[config.mk]
export PLATFORM = sky130hd
export DESIGN_NAME = aiv_video_timing_out
export DESIGN_NICKNAME = d
export VERILOG_FILES = /design/src/rtl/aiv_video_timing_out.sv
export SDC_FILE = /design/constraint.sdc
export NUM_CORES = 1
export LEC_CHECK = 0
export ABC_AREA = 1
export CELL_PAD_IN_SITES_DETAIL_PLACEMENT = 1
export CELL_PAD_IN_SITES_GLOBAL_PLACEMENT = 2
export CORE_MARGIN = 2
export CORE_UTILIZATION = 29
export DETAILED_ROUTE_END_ITERATION = 7
export HOLD_SLACK_MARGIN = 0.08
export PLACE_DENSITY_LB_ADDON = 0.1
export SLEW_MARGIN = 40
export SYNTH_ARGS = -nofsm -noshare
export SYNTH_HDL_FRONTEND = slang
export SYNTH_SLANG_ARGS = --single-unit
export TNS_END_PERCENT = 20
[constraint.sdc]
create_clock -name clk -period 3.6 [get_ports clk]
set_clock_uncertainty 0.15 [all_clocks]
set_input_delay 0.54 -clock clk [delete_from_list [all_inputs] [get_ports clk]]
set_output_delay 0.54 -clock clk [all_outputs]
set_load 0.005 [all_outputs]
[src/rtl/aiv_video_timing_out.sv]
// Pixel-slot video timing generator with a framebuffer request/flag interface and a
// registered RGB111 output stage aligned to the second clock of each pixel slot.
module aiv_video_timing_out #(
   parameter int CLKS_PER_PIXEL = 6,
   parameter int H_ACTIVE       = 640,
   parameter int H_FP           = 16,
   parameter int H_SYNC         = 64,
   parameter int H_BP           = 80,
   parameter int V_ACTIVE       = 576,
   parameter int V_FP           = 5,
   parameter int V_SYNC         = 5,
   parameter int V_BP           = 39
) (
   input  logic       clk,
   input  logic       reset,
   input  logic       enable,
   input  logic [2:0] rgb_111_in,
   output logic [2:0] clk_phase,
   output logic       pixel_ce_out,
   output logic       frame_start_flag_out,
   output logic [9:0] h_count,
   output logic [9:0] v_count,
   output logic       hsync_n,
   output logic       vsync_n,
   output logic       de,
   output logic [2:0] rgb_111_out
);

   localparam int H_TOTAL = H_ACTIVE + H_FP + H_SYNC + H_BP;
   localparam int V_TOTAL = V_ACTIVE + V_FP + V_SYNC + V_BP;

   localparam logic [2:0] PH_LAST  = 3'(CLKS_PER_PIXEL - 1);
   localparam logic [9:0] H_LAST   = 10'(H_TOTAL - 1);
   localparam logic [9:0] V_LAST   = 10'(V_TOTAL - 1);
   localparam logic [9:0] H_ACT    = 10'(H_ACTIVE);
   localparam logic [9:0] V_ACT    = 10'(V_ACTIVE);
   localparam logic [9:0] HS_FIRST = 10'(H_ACTIVE + H_FP);
   localparam logic [9:0] HS_LAST  = 10'(H_ACTIVE + H_FP + H_SYNC - 1);
   localparam logic [9:0] VS_FIRST = 10'(V_ACTIVE + V_FP);
   localparam logic [9:0] VS_LAST  = 10'(V_ACTIVE + V_FP + V_SYNC - 1);

   logic [2:0] phase_q, phase_d;
   logic [9:0] h_q, h_d;
   logic [9:0] v_q, v_d;
   logic       de_q, de_d;
   logic       hsync_n_q, hsync_n_d;
   logic       vsync_n_q, vsync_n_d;
   logic [2:0] rgb_q, rgb_d;

   logic phase_wrap, h_wrap, v_wrap;
   logic active, hsync_win, vsync_win, capture;

   assign phase_wrap = (phase_q == PH_LAST);
   assign h_wrap     = (h_q == H_LAST);
   assign v_wrap     = (v_q == V_LAST);

   assign active    = (h_q < H_ACT) && (v_q < V_ACT);
   assign hsync_win = (h_q >= HS_FIRST) && (h_q <= HS_LAST);
   assign vsync_win = (v_q >= VS_FIRST) && (v_q <= VS_LAST);

   // Framebuffer data arrives the clock after the request, i.e. during phase 1.
   assign capture = enable && (phase_q == 3'd1);

   always_comb begin
      phase_d = phase_q;
      h_d     = h_q;
      v_d     = v_q;
      if (enable) begin
         phase_d = phase_wrap ? 3'd0 : phase_q + 3'd1;
         if (phase_wrap) begin
            h_d = h_wrap ? 10'd0 : h_q + 10'd1;
            if (h_wrap) begin
               v_d = v_wrap ? 10'd0 : v_q + 10'd1;
            end
         end
      end
   end

   always_comb begin
      de_d      = de_q;
      hsync_n_d = hsync_n_q;
      vsync_n_d = vsync_n_q;
      rgb_d     = rgb_q;
      if (capture) begin
         de_d      = active;
         hsync_n_d = ~hsync_win;
         vsync_n_d = ~vsync_win;
         rgb_d     = active ? rgb_111_in : 3'b000;
      end
   end

   always_ff @(posedge clk) begin
      if (reset) begin
         phase_q   <= 3'd0;
         h_q       <= 10'd0;
         v_q       <= 10'd0;
         de_q      <= 1'b0;
         hsync_n_q <= 1'b1;
         vsync_n_q <= 1'b1;
         rgb_q     <= 3'b000;
      end else begin
         phase_q   <= phase_d;
         h_q       <= h_d;
         v_q       <= v_d;
         de_q      <= de_d;
         hsync_n_q <= hsync_n_d;
         vsync_n_q <= vsync_n_d;
         rgb_q     <= rgb_d;
      end
   end

   // Strobes are gated by reset so the reset state (phase 0 at 0,0) cannot request a pixel.
   assign pixel_ce_out         = ~reset && enable && (phase_q == 3'd0) && active;
   assign frame_start_flag_out = ~reset && enable && (phase_q == 3'd0) && h_wrap && v_wrap;

   assign clk_phase   = phase_q;
   assign h_count     = h_q;
   assign v_count     = v_q;
   assign de          = de_q;
   assign hsync_n     = hsync_n_q;
   assign vsync_n     = vsync_n_q;
   assign rgb_111_out = rgb_q;

endmodule

* Word level (Yosys, flattened, before mapping) *
Cells that the tools add are included.

storage, ports and cells
  bits of input ports = 6
  output and inout port bits = 31
  logic and storage cells = 39
  register bits = 29

operators by class
  $lt $le $gt $ge = 6
  bitwise operators = 3
  reduce and logical (&&, ||, !) cells = 12
  multiplexer cells = 4
  $add $sub $neg = 3
  equality and inequality tests = 4

operator list
  cell                                                                   count
  10-bit by 1-bit adder with 10-bit output, second input constant        2
  10-bit equality test, second input constant                            2
  10-bit >= comparator, second input constant                            2
  10-bit <= comparator, second input constant                            2
  10-bit < comparator, second input constant                             2
  10-bit 2-to-1 mux                                                      2
  1-bit logical AND                                                      9
  3-bit 2-to-1 mux                                                       2
  3-bit by 1-bit adder with 3-bit output, second input constant          1
  3-bit by 1-bit equality test with 1-bit output, second input constant  1
  3-bit equality test, second input constant                             1
  3-bit logical NOT                                                      1
  1-bit NOT                                                              3
  3-bit AND reduction                                                    1
  2-bit AND reduction                                                    1

* Logic depth before layout (Yosys ltp) *
  word-level depth = 5
  mapped depth = 9
  gate-level depth less buffers = 9

* Least setup slack after synthesis *
Ideal clock, no wire load.

  kind = flip-flop to output port
  from = reg v_q[0], in the netlist v_count[0]
  to = out frame_start_flag_out
  path buffers = 0
  required time = 2.910 ns
  slack = 1.761 ns
  arrival time = 1.149 ns
  cell stages (with the launch flop) = 7
  cells stage by stage = dfxtp_1 > inv_1 > ha_1 > inv_1 > nor2_1 > nand4_1 > nor3_1

on the way
  word-level cells in the longest chain between the ends = 2

ends and longest elaborated chain
  what                    RTL line  RTL
  start, declared         44        logic [9:0] v_q, v_d;
  start signal, assigned  104       v_q <= v_d;
  10-bit equality test    55        assign v_wrap = (v_q == V_LAST);
  1-bit logical AND       114       assign frame_start_flag_out = ~reset && enable && (phase_q == 3'd0) && h_wrap && v_wrap;
  end, declared           20        output logic frame_start_flag_out,

Every way passes these cells.

* Worst setup path after layout *
Ends and elaborated chain as after synthesis.

==> results.py <==
metrics = {
    "status": {
        "status": "complete, no violations",
    },
    "worst_setup_path": {
        "cp-start-kind": "flop",
        "critPathKind": "flop to output port",
        "critPathArrivalTime_ns": 2.21,
        "cp.required_ns": 2.91,
        "critical_path.max_fanout": 5,
        "cp-end-kind": "output port",
    },
    "logic_synthesis": {
        "synth_area_mm2": 0.00164,
        "netlist.area_leader.share_pct": 35.3,
        "synth_cell_types": 27,
        "synth_area_leaders": "dfxtp_1 (35%), nand2_1 (15%), nor2_1 (9.8%), inv_1 (6.6%), nand4_1 (5.3%)",
        "synthCells": 247,
        "ys_seq_elements": 29,
        "syn_nets": 258,
        "synth_top_cell_by_area": "dfxtp_1",
        "synth-edff-count": 0,
        "avgSynthCellArea_um2": 6.66,
        "synth_flop_cell": "dfxtp_1",
        "ys_seq_area_share_pct": 35.3,
        "async_reset_ff_share_pct": 0,
        "yosys_warnings": 0,
    },
    "power_and_ir_drop": {
        "power.density_mw_per_mm2": 295,
        "switchingPower_uw": 154,
        "p_clk_share_pct": 40.6,
        "swShare_pct": 23.9,
        "power_frac_seq_pct": 51.7,
        "worst_ir_drop_vdd_mv": 0.132,
        "p_leak_uw": 0.000845,
        "p_int_uw": 489,
        "p_comb_share_pct": 7.8,
    },
    "sta": {
        "max_slew_margin_pct": 64.0,
        "tightest_slew_ns": 0.534,
        "setup_viol": 0,
        "post-route-period-util_pct": 80.5,
        "rsz0062_at_grt": "false",
        "setup_tns_ns": 0,
        "hold_violations": 0,
        "period_needed_ns": 2.90,
        "fmax_mhz": 345,
        "final-max-slew-violation-count": 0,
    },
    "cts": {
        "clk_pin_slew_ns": 0.07,
        "h-tree-depth": 2,
        "numCtsBuffers": 5,
        "cts_setup_buffers": 0,
        "ctsResizeCount": 0,
        "hold_buffers": 0,
        "clockRootBuffer": "clkbuf_8",
        "cts_tree": "done",
        "insertion_delay_ns": 0.28,
        "clockBufferDepth": 2,
        "cts_sinks": 29,
    },
    "finish": {
        "antenna-diode-count": 0,
        "drive_gt1_share_pct": 6.19,
        "final_cell_mix": "nand2_1 (65), nor2_1 (43), clkdlybuf4s50_1 (36)",
        "fin_util_pct": 39.6,
        "fin_nets": 301,
        "area_growth_pct": 32.5,
        "final_common_cell": "nand2_1",
    },
    "run": {
        "drv_cap": 0,
    },
    "floorplan": {
        "start_util_pct": 29.9,
        "dieHeight_um": 79.3,
        "coreArea_mm2": 0.00551,
        "die_x_um": 79.3,
        "die-area_mm2": 0.00629,
        "design.portCount": 37,
        "rows": 27,
    },
    "route": {
        "drt-met1-wl_mm": 2.33,
        "postRouteAntennaNets": 0,
        "viasPerCell": 4.60,
        "via_count": 1669,
        "drt-pass1-iter-count": 3,
        "totalWireLength_mm": 4.61,
        "wl_per_cell_um": 12.7,
        "route.met2.wl_mm": 2.10,
        "drtIter0Drc": 55,
        "drc": 0,
        "topRoutingLayerUsed": "met4",
        "met3WireLength_um": 113,
    },
    "global_routing": {
        "grt-ovfl-total": 0,
        "grt_pass1_wl_mm": 7.67,
        "grt_max_degree": 14,
        "grtUsageTotal_pct": 15.8,
        "grt_pass1_vias": 1607,
        "antenna_found_initial": 0,
    },
    "place": {
        "hpwl_mm": 3.50,
        "io_buffers": 36,
        "routabilityCongestion": 0.771,
    },
    "hold_path": {
        "worstHoldPathType": "flop to flop",
    },
}
-- per-layer routing --
metal / vias to the layer above / GRT usage (%)
met5: - / 0
met4: 0 / 4.66
met1: 760 / 21.4
met3: 7 / 3.41
met2: 23 / 25.2
li1: 879 / -
-- power groups by stage --
| stage | logic, uW | registers, uW | clock network [uW] |
|---|---|---|---|
| floorplan | 22.7 | 339 | 0 |
| global placement | 50.8 | 339 | 0 |
| detailed placement | 50.8 | 339 | 0 |
| CTS | 51.0 | 332 | 275 |
| global route | 55.4 | 333 | 292 |
| finish | 50.0 | 332 | 261 |
-- stage by stage --
step | setup slack [ns] | power (uW) | area [um^2] | cells | hold WS, ns
floorplan | 1.76 | 362 | 1640 | 247 | 0.307
global placement | 0.782 | 390 | 2100 | 355 | 0.310
detailed placement | 0.763 | 390 | 2100 | 355 | 0.311
CTS | 0.666 | 658 | 2180 | 363 | 0.323
global route | 0.542 | 680 | 2180 | 363 | 0.345
finish | 0.703 | 643 | 2180 | 363 | 0.318
-- cell families (layout without fill, tap and decap cells) --
kind of cell	count (synthesis)	in the layout	share of synthesized area, %
xor gates and xnor gates	2	2	1.07
adders and majority gates	5	5	3.81
and+or+nand+nor	151	151	42.8
AOI/OAI and AO/OA	27	27	9.44
DFF	29	29	35.3
buffers and inverters	33	77	7.53
-- cell type report --
class | count | area [um^2]
Fill cell | 728 | 3330
Multi-Input combinational cell | 185 | 940
Sequential cell | 29 | 581
Timing Repair Buffer | 37 | 368
Inverter | 32 | 120
Tap cell | 72 | 90.1
Clock buffer | 8 | 80.1
-- cells in the mapped netlist, types with 3 or more instances --
cell type / count
nor2_1: 43
nand4_1: 14
inv_1: 29
nand3_1: 14
dfxtp_1: 29
o21ai_0: 10
nand2_1: 65
a21oi_1: 9
nor2_4: 3
nand3b_1: 3
ha_1: 5
o21bai_1: 3
nand2_2: 3
-- sequential cells by signal, indices dropped and copies added (netlist names) --
signal / count
vsync_n: 1
rgb_111_out: 3
v_count: 10
de: 1
h_count: 10
clk_phase: 3
hsync_n: 1
-- final timing paths --
kind | startpoint | end | slack, ns | depth (start not counted)
worst min-delay path | de | de | 0.32 | 2
worst min register to register | de | de | 0.32 | 2
worst max-delay path | v_count[0] | frame_start_flag_out | 0.70 | 7
worst max register to register | h_count[0] | v_count[9] | 1.85 | 6
-- critical path, stage by stage, from the launching register on --
cell and delay (ns):
dfxtp_1 0.34, inv_1 0.11, ha_1 0.15, inv_1 0.04, nor2_1 0.12, nand4_1 0.29
nor3_1 0.32, clkdlybuf4s50_1 0.55
No activity file was read; power rests on OpenSTA's default activity.
